==> config.mk <==
export PLATFORM = sky130hd
export DESIGN_NAME = fp_convert_issue_unit
export DESIGN_NICKNAME = d
export VERILOG_FILES = /design/src/rtl/fp_convert_issue_unit_pkg.sv /design/src/rtl/fp_convert_issue_unit.sv
export SDC_FILE = /design/constraint.sdc
export NUM_CORES = 1
export LEC_CHECK = 0
export CAP_MARGIN = 0
export CORE_MARGIN = 2
export CORE_UTILIZATION = 38
export CTS_BUF_LIST = sky130_fd_sc_hd__clkbuf_16
export CTS_CLUSTER_DIAMETER = 30
export DETAILED_ROUTE_END_ITERATION = 16
export PLACE_DENSITY = 0.91
export SYNTH_ARGS = -nofsm -noshare
export SYNTH_HDL_FRONTEND = slang
export SYNTH_SLANG_ARGS = --single-unit
==> constraint.sdc <==
create_clock -name clk -period 1.82 [get_ports clk]
set_input_delay 0.182 -clock clk [delete_from_list [all_inputs] [get_ports clk]]
set_output_delay 0.182 -clock clk [all_outputs]
set_load 0.02 [all_outputs]
==> src/rtl/fp_convert_issue_unit_pkg.sv <==
// fp_convert_issue_unit_pkg: shared fpu rounding-mode and fflags constants plus the issue FSM states
package fp_convert_issue_unit_pkg;
  localparam logic [2:0] RM_RNE = 3'b000;
  localparam logic [2:0] RM_RTZ = 3'b001;
  localparam logic [2:0] RM_RDN = 3'b010;
  localparam logic [2:0] RM_RUP = 3'b011;
  localparam logic [2:0] RM_RMM = 3'b100;
  localparam logic [2:0] RM_DYN = 3'b111;
  localparam int FF_NV = 4;
  localparam int FF_DZ = 3;
  localparam int FF_OF = 2;
  localparam int FF_UF = 1;
  localparam int FF_NX = 0;
  typedef enum logic [1:0] {IDLE, CONVERT, WRITEBACK, DISCARD} state_e;
  function automatic logic rm_legal(input logic [2:0] rm);
    return rm inside {RM_RNE, RM_RTZ, RM_RDN, RM_RUP, RM_RMM};
  endfunction
  function automatic logic [4:0] conv_fflags(input logic nv, input logic nx);
    logic [4:0] f;
    f = '0;
    f[FF_NV] = nv;
    f[FF_NX] = nx;
    f[FF_DZ] = 1'b0;
    f[FF_OF] = 1'b0;
    f[FF_UF] = 1'b0;
    return f;
  endfunction
endpackage

==> src/rtl/fp_convert_issue_unit.sv <==
// fp_convert_issue_unit: sequences one FCVT through fp_converter and holds its writeback
module fp_convert_issue_unit
  import fp_convert_issue_unit_pkg::*;
#(
  parameter int XLEN = 32,
  parameter int RD_W = 5
) (
  input  logic            clk,
  input  logic            rst,
  input  logic            req_valid,
  output logic            req_ready,
  input  logic            req_to_int,
  input  logic            req_signed,
  input  logic [2:0]      req_rm,
  input  logic [RD_W-1:0] req_rd,
  input  logic [XLEN-1:0] req_operand,
  input  logic [2:0]      frm,
  input  logic            flush,
  output logic            conv_start,
  output logic            conv_option,
  output logic            conv_signed,
  output logic [2:0]      conv_rm,
  output logic [XLEN-1:0] conv_in,
  input  logic            conv_ready,
  input  logic [XLEN-1:0] conv_out,
  input  logic            conv_nv,
  input  logic            conv_nx,
  output logic            wb_valid,
  input  logic            wb_ack,
  output logic            wb_to_fp,
  output logic [RD_W-1:0] wb_rd,
  output logic [XLEN-1:0] wb_data,
  output logic            wb_illegal,
  output logic [4:0]      wb_fflags,
  output logic [4:0]      fflags_acc,
  input  logic            fflags_clr
);
  state_e          state_q, state_d;
  logic            pending_flush_q, pending_flush_d;
  logic            conv_option_q, conv_option_d;
  logic            conv_signed_q, conv_signed_d;
  logic [2:0]      conv_rm_q, conv_rm_d;
  logic [XLEN-1:0] conv_in_q, conv_in_d;
  logic            wb_to_fp_q, wb_to_fp_d;
  logic [RD_W-1:0] wb_rd_q, wb_rd_d;
  logic [XLEN-1:0] wb_data_q, wb_data_d;
  logic            wb_illegal_q, wb_illegal_d;
  logic [4:0]      wb_fflags_q, wb_fflags_d;
  logic [4:0]      fflags_acc_q, fflags_acc_d;
  logic [2:0]      rm_eff;

  always_comb begin
    rm_eff          = (req_rm == RM_DYN) ? frm : req_rm;
    state_d         = state_q;
    pending_flush_d = pending_flush_q;
    conv_option_d   = conv_option_q;
    conv_signed_d   = conv_signed_q;
    conv_rm_d       = conv_rm_q;
    conv_in_d       = conv_in_q;
    wb_to_fp_d      = wb_to_fp_q;
    wb_rd_d         = wb_rd_q;
    wb_data_d       = wb_data_q;
    wb_illegal_d    = wb_illegal_q;
    wb_fflags_d     = wb_fflags_q;
    // a clear lands before any same-cycle accumulate
    fflags_acc_d    = fflags_clr ? 5'd0 : fflags_acc_q;
    case (state_q)
      IDLE: if (req_valid) begin
        conv_option_d = req_to_int;
        conv_signed_d = req_signed;
        conv_rm_d     = rm_eff;
        conv_in_d     = req_operand;
        wb_to_fp_d    = ~req_to_int;
        wb_rd_d       = req_rd;
        wb_data_d     = '0;
        wb_fflags_d   = '0;
        wb_illegal_d  = ~rm_legal(rm_eff);
        state_d       = rm_legal(rm_eff) ? CONVERT : WRITEBACK;
      end
      CONVERT: if (conv_ready) begin
        wb_data_d   = (flush | pending_flush_q) ? wb_data_q : conv_out;
        wb_fflags_d = (flush | pending_flush_q) ? wb_fflags_q : conv_fflags(conv_nv, conv_nx);
        state_d     = (flush | pending_flush_q) ? DISCARD : WRITEBACK;
      end else if (flush) begin
        pending_flush_d = 1'b1;
      end
      WRITEBACK: if (flush) begin
        state_d = IDLE;
      end else if (wb_ack) begin
        fflags_acc_d = fflags_acc_d | wb_fflags_q;
        state_d      = IDLE;
      end
      default: begin
        pending_flush_d = 1'b0;
        state_d         = IDLE;
      end
    endcase
  end

  always_ff @(posedge clk) begin
    if (rst) begin
      state_q         <= IDLE;
      pending_flush_q <= 1'b0;
      conv_option_q   <= 1'b0;
      conv_signed_q   <= 1'b0;
      conv_rm_q       <= '0;
      conv_in_q       <= '0;
      wb_to_fp_q      <= 1'b0;
      wb_rd_q         <= '0;
      wb_data_q       <= '0;
      wb_illegal_q    <= 1'b0;
      wb_fflags_q     <= '0;
      fflags_acc_q    <= '0;
    end else begin
      state_q         <= state_d;
      pending_flush_q <= pending_flush_d;
      conv_option_q   <= conv_option_d;
      conv_signed_q   <= conv_signed_d;
      conv_rm_q       <= conv_rm_d;
      conv_in_q       <= conv_in_d;
      wb_to_fp_q      <= wb_to_fp_d;
      wb_rd_q         <= wb_rd_d;
      wb_data_q       <= wb_data_d;
      wb_illegal_q    <= wb_illegal_d;
      wb_fflags_q     <= wb_fflags_d;
      fflags_acc_q    <= fflags_acc_d;
    end
  end

  assign req_ready   = state_q == IDLE;
  assign conv_start  = state_q == CONVERT;
  assign wb_valid    = state_q == WRITEBACK;
  assign conv_option = conv_option_q;
  assign conv_signed = conv_signed_q;
  assign conv_rm     = conv_rm_q;
  assign conv_in     = conv_in_q;
  assign wb_to_fp    = wb_to_fp_q;
  assign wb_rd       = wb_rd_q;
  assign wb_data     = wb_data_q;
  assign wb_illegal  = wb_illegal_q;
  assign wb_fflags   = wb_fflags_q;
  assign fflags_acc  = fflags_acc_q;
endmodule

==> impl_metrics.csv, run 1 <==
group,metric,value,unit
worst_setup_path,r2r-end,"wb_data[21]",
detailed_routing,viasPerCell,4.99,
synth,synthCells,317,
clock_tree,postCtsHoldBufs,0,
cells_and_area,seqCellArea,1660,um^2
synth,synth_fa_ha_area_frac,0,
worst_setup_path,path_cells,"nor2b_1 -> clkdlybuf4s50_1",
synth,yosys.area_share.simple,0.153,
cells_and_area,stdcell_count,584,
detailed_routing,routed_wl,8510,um
place,place.gp.congestion,0.776,
detailed_routing,wl_per_cell,14.6,um
worst_setup_path,critical_path_class,"reg2out",
synth,ys_ff_latch,83,
synth,synth_top_family_by_area,"compound AO/OA/AOI/OAI gates",
cells_and_area,final_nets,564,
clock_tree,insertion_delay,0.31,ns
sta,holdWs,0.259,ns
run_status,status,"finished, final reports clean",
synth,synth_area,3020,um^2
cells_and_area,multi_input_area,1180,um^2
worst_setup_path,r2r-start,"state_q[0]",
power,report.power.total,4.77,mW
synth,synth_sequential_area_ratio,0.549,
place,placed_cells,569,
floorplan,start_util,0.391,
grt,grtUsageTotal,0.191,
worst_setup_path,endpoint_kind,"output pin",
synth,synth.area.top_cells,"dfxtp_1 55%, a32o_1 11%, nand2_1 11%, a21oi_1 7.6%, buf_2 2.2%",
clock_tree,cts_buffer_depth,2,
sta,min_period_over_period,0.933,
sta,setup_ws,0.121,ns
sta,tns,0,ns
clock_tree,clock_sinks,83,
sta,hold_violations,0,
grt,grt-ovfl-total,0,
worst_setup_path,critPathCapture,"wb_valid",
detailed_routing,drtIter0Drc,66,
floorplan,rows,32,
floorplan,core,7730,um^2
floorplan,top_level_ports,175,
sta,setup_violations,0,
worst_setup_path,path_buf_inv,1,
detailed_routing,dr.pass1.iters,4,
clock_tree,post_cts_buffers,0,
worst_setup_path,critical_path_required,1.64,ns
sta,finClkSkew,0.00579,ns
flow_run,drv_cap,0,
cells_and_area,drive_above_1_share,0.0622,
worst_setup_path,path_delay_family,"buffers and inverters",
worst_setup_path,path_max_fanout,12,
synth,synth_top_cell_by_area,"dfxtp_1",
clock_tree,cts_made_buffers,9,
synth,synth_compound_area_frac,0.228,
cells_and_area,syn2layout_area_growth,68.3,%
power,pwr_density_cell,936,nW/um^2
worst_setup_path,slowest_stage,"clkdlybuf4s50_1",
worst_setup_path,cp_data_arrival_time,1.52,ns
worst_setup_path,crit_path_max_incr_delay,0.61,ns
sta,report.final.slew_viol_count,0,
sta,fmax,589,MHz
sta,rsz0062_at_grt,"no",
place,place_area,4780,um^2
grt,antenna_found_initial,0,
worst_setup_path,setup.worst_path.start,"state_q[1]",
cells_and_area,fill_cells,603,
place,dp_hpwl,6140,um
synth,syn_avg_cell_area,9.54,um^2
worst_setup_path,start_kind,"register",
clock_tree,ctsHtreeMaxLevel,3,
place,pre_cts_ws,0.121,ns
synth,synth_top_area_frac,0.549,
clock_tree,root_buffer,"clkbuf_16",
power,leakagePower,1.87,nW
grt,grt_pass1_wl,13200,um
clock_tree,cts_tree,"yes",
cells_and_area,fin_util,0.659,
synth,synth-xor-area-share,0,
worst_setup_path,ff2ff_setup_slack,0.33,ns
detailed_routing,via_count,2914,
floorplan,die_y,93.2,um
floorplan,dieArea,8690,um^2
detailed_routing,antenna_left,0,
cells_and_area,n_antenna_cell,0,
grt,grt_pass1_vias,2969,
power,ir_drop,494,uV
grt,grt_max_degree,46,
synth,ys_warn_count,0,
min_path,hold_class,"in2reg",
synth,synthMuxAreaShare,0.00331,
clock_tree,clkTransAtPathRegs,0.06,ns
min_path,min_path_cells,2,
sta,timing.final.crit_period,1.70,ns
synth,synth.distinct_cells,32,
place,io_buffers,168,
detailed_routing,drc_errors,0,
worst_setup_path,rr_worst_depth,5,
cells_and_area,final_area,5090,um^2
worst_setup_path,crit_cells,2,
floorplan,fp.dieW,93.2,um
[sequential cells by signal (all words and copies together) (netlist names), 2 cells and up]
register	cells
fflags_acc	2
wb_rd	5
conv_rm	3
wb_fflags	2
conv_in	32
state_q	2
wb_data	32
[layer usage]
| layer | share of wire | wire, um | GRT usage | vias up |
|---|---|---|---|---|
| li1 | - | - | - | 1433 |
| met1 | 0.39 | 3310 | 0.203 | 1344 |
| met2 | 0.49 | 4150 | 0.338 | 126 |
| met3 | 0.11 | 921 | 0.0814 | 11 |
| met4 | 0.015 | 124 | 0.0699 | 0 |
| met5 | 0 | 0 | 0 | - |
[power by group]
| part | total (mW) | switching, mW | internal (mW) |
|---|---|---|---|
| logic | 0.941 | 0.462 | 0.479 |
| clock network | 1.84 | 0.654 | 1.18 |
| registers | 1.99 | 0.0647 | 1.92 |
[timing repair]
action / 4_1_cts / 5_1_grt
gates resized for setup: 1 / 2
endpoints found under the setup margin: 1 / 2
pin swaps: 0 / 0
[synthesized netlist by cell type]
cell type  instances
a211oi_1           1
a21oi_1           46
a221oi_2           1
a31oi_1            1
a32o_1            34
and3_1             1
and4bb_1           1
buf_2             13
buf_4              7
buf_6              3
clkbuf_1           9
clkinv_1           1
conb_1             1
dfxtp_1           83
inv_1              2
mux2i_1            1
nand2_1           85
nand2b_1           1
nand4bb_1          1
nor2_1             4
nor2b_1            4
nor3b_4            2
nor4bb_1           1
o211ai_1           4
o21a_1             2
o21ai_0            2
o21bai_2           1
o22ai_1            1
o31a_1             1
o32a_1             1
or3b_1             1
or4b_1             1
[area by class of cell]
class / count / share of cell area
Clock buffer: 9 / 0.0442
Clock inverter: 6 / 0.0160
Inverter: 3 / 0.00221
Multi-Input combinational cell: 204 / 0.233
Sequential cell: 83 / 0.327
Tap cell: 102 / 0.0251
Timing Repair Buffer: 177 / 0.353
[logic make-up after synthesis]
kind of cell,count (synthesis)
AND/OR/NAND/NOR,102
buffers and inverters,35
multiplexers,1
flip-flops,83
other,1
AO/OA/AOI/OAI,95
[worst register-to-register path, stage by stage (launching register included)]
cell	delay, ns
dfxtp_2	0.38
buf_4	0.18
nor2b_1	0.21
o21bai_2	0.15
buf_12	0.19
a32o_1	0.28
[cells in the final DEF, fill, tap and decap left out, types with 2 or more instances in the layout]
cell / count
nand2_1: 85
buf_4: 5
a21oi_1: 46
o211ai_1: 4
clkinv_1: 2
a32o_1: 34
nor2_1: 4
dfxtp_2: 2
dfxtp_1: 81
clkdlybuf4s50_1: 166
buf_12: 4
nor3b_4: 2
nor2b_1: 4
o21a_1: 2
bufinv_16: 2
inv_1: 2
conb_1: 6
clkbuf_16: 9
o21ai_0: 2
clkinv_2: 2
[worst min path at each step]
stage | start | to | slack [ns]
3_3_place_gp | conv_rm[0] | conv_rm[0] | 0.44
2_1_floorplan | req_to_int | wb_to_fp | 0.27
3_5_place_dp | conv_in[28] | conv_in[28] | 0.45
6_report | rst | fflags_acc[4] | 0.26
5_1_grt | rst | fflags_acc[4] | 0.28
4_1_cts | rst | fflags_acc[4] | 0.25
(Power assumes the default switching activity.)
==> inputs of run 2 (changes only) <==
--- a/config.mk
+++ b/config.mk
@@ -6,6 +6,7 @@
 export NUM_CORES = 1
 export LEC_CHECK = 0
 export CAP_MARGIN = 0
+export CORE_ASPECT_RATIO = 0.75
 export CORE_MARGIN = 2
 export CORE_UTILIZATION = 38
 export CTS_BUF_LIST = sky130_fd_sc_hd__clkbuf_16
==> run 2 against run 1 <==
Critical path depth grew 1. Via count rose by 0.89%. Final cell count grew 1.0%. Clock skew fell by 0.00083 ns. Non-clock buffer count is 2 higher. Largest cell class unchanged.
==> impl_metrics.csv, run 2 (synthesized netlist as in run 1, its figures left out) <==
group,metric,value,unit
cells_and_area,syn2layout_area_growth,69.0,%
run_status,status,"finished, final reports clean",
grt,grtUsageTotal,0.193,
floorplan,core,7810,um^2
sta,fmax,654,MHz
sta,hold_violations,0,
place,place.gp.congestion,0.722,
clock_tree,ctsHtreeMaxLevel,3,
worst_setup_path,critical_path_required,1.64,ns
place,dp_hpwl,6510,um
cells_and_area,n_antenna_cell,0,
worst_setup_path,path_max_fanout,10,
sta,rsz0062_at_grt,"no",
min_path,hold_class,"in2reg",
detailed_routing,dr.pass1.iters,4,
sta,relSlewSlack,0.649,
floorplan,rows,28,
grt,grt-ovfl-total,0,
power,leakagePower,1.89,nW
place,placed_cells,574,
cells_and_area,final_common_cell,"clkdlybuf4s50_1",
power,report.power.total,4.83,mW
clock_tree,post_cts_buffers,0,
cells_and_area,fill_cells,624,
detailed_routing,wl_per_cell,15.0,um
cells_and_area,final_nets,566,
sta,setup_violations,0,
worst_setup_path,cp_data_arrival_time,1.35,ns
worst_setup_path,start_kind,"register",
worst_setup_path,endpoint_kind,"output pin",
clock_tree,cts_made_buffers,9,
floorplan,fp.dieW,107,um
detailed_routing,via_count,2940,
power,pwr_density_cell,945,nW/um^2
grt,grt_pass1_vias,2850,
clock_tree,cts_tree,"yes",
clock_tree,root_buffer,"clkbuf_16",
sta,worst_pin_slew,0.519,ns
grt,antenna_found_initial,0,
clock_tree,postCtsHoldBufs,0,
grt,grt_max_degree,46,
cells_and_area,fin_util,0.654,
worst_setup_path,critical_path_class,"reg2out",
sta,tns,0,ns
sta,finClkSkew,0.00496,ns
cells_and_area,drive_above_1_share,0.0680,
floorplan,start_util,0.387,
cells_and_area,stdcell_count,590,
sta,timing.final.crit_period,1.53,ns
cells_and_area,layout_common_cells,"164 x clkdlybuf4s50_1, 85 x nand2_1, 81 x dfxtp_1",
sta,min_period_over_period,0.840,
clock_tree,clock_sinks,83,
floorplan,top_level_ports,175,
clock_tree,insertion_delay,0.32,ns
flow_run,drv_cap,0,
detailed_routing,routed_wl,8860,um
sta,report.final.slew_viol_count,0,
grt,grt_pass1_wl,13400,um
floorplan,dieArea,8700,um^2
place,io_buffers,168,
clock_tree,cts_buffer_depth,2,
floorplan,die_y,81.3,um
detailed_routing,viasPerCell,4.98,
detailed_routing,antenna_left,0,
power,ir_drop,574,uV
clock_tree,clkTransAtPathRegs,0.06,ns
detailed_routing,drc_errors,0,
detailed_routing,drtIter0Drc,111,
==> run 2: changes by cell type in the layout (fill, tap and decap cells not counted), sizes merged <==
cell / change
buf: +2
clkdlybuf4s50: -2
dlygate4sd2: +1
dlymetal6s2s: +1
inv: +1
==> run 2: final timing paths <==
check                   from          to  slack [ns]  cells past startpoint
setup / recovery  state_q[0]    wb_valid        0.29                      3
hold / removal           rst  state_q[1]        0.22                      3
setup reg to reg  state_q[0]  state_q[0]        0.41                      3
hold reg to reg   conv_rm[1]  conv_rm[1]        0.45                      2
==> run 2: metrics by stage <==
stage / cell area [um^2] / hold WS, ns / setup slack (ns)
after floorplan: 3040 / 0.272 / 0.472
after global placement: 4790 / 0.440 / 0.171
after detailed placement: 4790 / 0.445 / 0.0934
after CTS: 5110 / 0.217 / 0.0234
after global routing: 5110 / 0.231 / 0.233
final: 5110 / 0.222 / 0.290
==> run 2: critical path, cell delays in order, from the launching register on <==
cell,delay (ns)
dfxtp_2,0.38
buf_4,0.18
nor2b_1,0.10
dlygate4sd2_1,0.38
==> run 2: layout make-up <==
cell class	instances	area (um^2)	share of cell area
timing repair buffer	179	1800	0.352
sequential	83	1660	0.326
multi-input combinational	204	1180	0.232
clock buffer	9	225	0.0441
tap	105	131	0.0257
clock inverter	7	93.8	0.0184
inverter	3	11.3	0.00220
==> run 2: routing by layer <==
metal | global-route usage | vias up | share of wire
li1 | - | 1433 | -
met1 | 0.224 | 1383 | 0.42
met2 | 0.344 | 118 | 0.49
met3 | 0.0698 | 6 | 0.083
met4 | 0.0455 | 0 | 0.0050
met5 | 0 | - | 0
==> run 2: where the power goes <==
group | internal [mW] | leakage, nW | switching (mW)
clock network | 1.20 | 0.157 | 0.700
registers | 1.92 | 0.677 | 0.0640
logic | 0.476 | 1.06 | 0.467
total | 3.60 | 1.89 | 1.23
==> run 2: what timing repair did <==
item,in CTS,in global routing
pin swaps,0,0
endpoints found under the setup margin,3,2
gates cloned,0,0
resized for setup,3,2
==> inputs of run 3 (changes only) <==
==> constraint.sdc (replaced) <==
create_clock -name clk -period 1.5 [get_ports clk]
set_input_delay 0.15 -clock clk [delete_from_list [all_inputs] [get_ports clk]]
set_output_delay 0.15 -clock clk [all_outputs]
set_load 0.02 [all_outputs]
==> run 3 against run 2 <==
Clock skew rose by 0.0033 ns. Clock power grew 10%. Design area rose by 0.34%. Global-route usage shrank 0.15 points. Highest routed layer unchanged. Total power rose by 17%. Utilization is 0.22 points higher. Combinational power rose by 23%. Largest cell class unchanged.
==> impl_metrics.csv, run 3 (synthesized netlist as in run 1, its figures left out) <==
group,metric,value,unit
clock_tree,root_buffer,"clkbuf_16",
grt,grtUsageTotal,0.192,
floorplan,rows,28,
worst_setup_path,slowest_stage,"clkdlybuf4s50_1",
sta,finClkSkew,0.00829,ns
min_path,hold_class,"in2reg",
sta,min_period_over_period,0.973,
clock_tree,cts_tree,"yes",
sta,fmax,685,MHz
power,comb_power_share,0.206,
flow_run,drv_cap,0,
cells_and_area,fill_cells,616,
sta,hold_violations,0,
detailed_routing,viasPerCell,4.96,
power,report.power.total,5.66,mW
worst_setup_path,crit_cells,1,
clock_tree,insertion_delay,0.32,ns
sta,rsz0062_at_grt,"no",
cells_and_area,multi_input_area,1180,um^2
worst_setup_path,start_kind,"register",
cells_and_area,final_common_cell,"clkdlybuf4s50_1",
cells_and_area,drive_above_1_share,0.0850,
power,pwr_density_cell,1100,nW/um^2
worst_setup_path,path_cells,"clkdlybuf4s50_1",
worst_setup_path,endpoint_kind,"output pin",
sta,holdWs,0.216,ns
detailed_routing,antenna_left,0,
clock_tree,ctsHtreeMaxLevel,3,
sta,relSlewSlack,0.661,
power,ir_drop,663,uV
detailed_routing,wl_per_cell,14.4,um
floorplan,top_level_ports,175,
detailed_routing,dr.pass1.iters,4,
power,leakagePower,1.92,nW
worst_setup_path,rr_worst_depth,3,
worst_setup_path,critical_path_class,"reg2out",
worst_setup_path,path_max_fanout,3,
sta,worst_pin_slew,0.508,ns
worst_setup_path,path_delay_family,"buffers and inverters",
cells_and_area,seqCellArea,1660,um^2
floorplan,fp.dieW,107,um
worst_setup_path,crit_path_max_incr_delay,0.62,ns
power,seqPwrFrac,0.425,
clock_tree,postCtsHoldBufs,0,
sta,timing.final.crit_period,1.46,ns
grt,grt-ovfl-total,0,
detailed_routing,routed_wl,8620,um
floorplan,start_util,0.387,
detailed_routing,via_count,2969,
cells_and_area,final_area,5130,um^2
grt,grt_pass1_vias,2799,
run_status,status,"finished, final reports clean",
place,pre_cts_ws,-0.156,ns
cells_and_area,stdcell_count,599,
clock_tree,clkTransAtPathRegs,0.06,ns
worst_setup_path,path_buf_inv,1,
detailed_routing,drc_errors,0,
power,internal_power,4.19,mW
sta,report.final.slew_viol_count,0,
place,place_area,4850,um^2
grt,grt_pass1_wl,13300,um
power,netSwitchingFraction,0.259,
grt,grt_max_degree,48,
detailed_routing,drtIter0Drc,142,
clock_tree,cts_made_buffers,9,
cells_and_area,final_nets,575,
floorplan,die_y,81.3,um
place,dp_hpwl,6240,um
cells_and_area,layout_common_cells,"163 x clkdlybuf4s50_1, 85 x nand2_1, 82 x dfxtp_1",
clock_tree,cts_buffer_depth,2,
floorplan,core,7810,um^2
cells_and_area,syn2layout_area_growth,69.6,%
place,place.gp.congestion,0.770,
worst_setup_path,cp_data_arrival_time,1.31,ns
grt,antenna_found_initial,0,
place,placed_cells,583,
place,io_buffers,168,
power,p_switching,1.47,mW
power,p_clk_frac,0.369,
sta,setup_ws,0.0404,ns
sta,setup_violations,0,
min_path,min_path_cells,3,
floorplan,dieArea,8700,um^2
clock_tree,clock_sinks,83,
worst_setup_path,critical_path_required,1.35,ns
cells_and_area,n_antenna_cell,0,
==> run 3: changes by cell type in the layout (fill, tap and decap cells not counted) <==
cell             before  now
dlygate4sd2_1         1    0
clkinvlp_4            1    2
buf_4                 8   17
inv_1                 3    4
dlymetal6s2s_1        2    1
clkdlybuf4s50_1     164  163
clkinv_1              1    2
dfxtp_1              81   82
clkbuf_2              0    2
clkinv_4              2    0
buf_2                 1    2
dfxtp_2               2    1
bufinv_16             2    1
==> run 3: power groups by stage <==
stage	Sequential, mW	Clock, mW	Combinational [mW]
final	2.41	2.09	1.16
after global routing	2.42	2.27	1.25
after CTS	2.41	2.16	1.18
after detailed placement	2.46	0	1.18
after global placement	2.45	0	1.15
after floorplan	2.59	0	0.419
==> run 3: path summary, 6_finish.rpt <==
check,start,to,slack [ns]
setup / recovery,wb_fflags[4],wb_fflags[4],0.04
hold / removal,rst,state_q[1],0.22
setup reg to reg,state_q[1],state_q[0],0.12
hold reg to reg,conv_rm[2],conv_rm[2],0.45
==> run 3: what timing repair did <==
| action | in CTS | in global routing |
|---|---|---|
| setup endpoints to repair | 3 | 4 |
| pin swaps | 0 | 0 |
| resized for setup | 7 | 6 |
| buffers inserted | 0 | 0 |
==> run 3: final cells by class <==
class / instances / share of cell area
repair buffers: 188 / 0.361
flip-flops and latches: 83 / 0.324
multi-input cells: 204 / 0.231
clock buffers: 9 / 0.0439
well taps: 105 / 0.0256
clock inverters: 7 / 0.0120
inverters: 3 / 0.00220
==> run 3: layer usage <==
metal | vias up | global-route usage | part of all wire
met5 | - | 0 | 0
met4 | 0 | 0.0532 | 0.0088
met3 | 8 | 0.0811 | 0.091
met2 | 102 | 0.324 | 0.48
met1 | 1403 | 0.225 | 0.42
li1 | 1456 | - | -
==> run 3: per-stage QoR <==
stage               utilization  TNS, ns
floorplan                     -        0
global placement          0.621    -5.59
detailed placement        0.621    -9.71
CTS                       0.658        0
global route              0.656        0
finish                    0.656        0
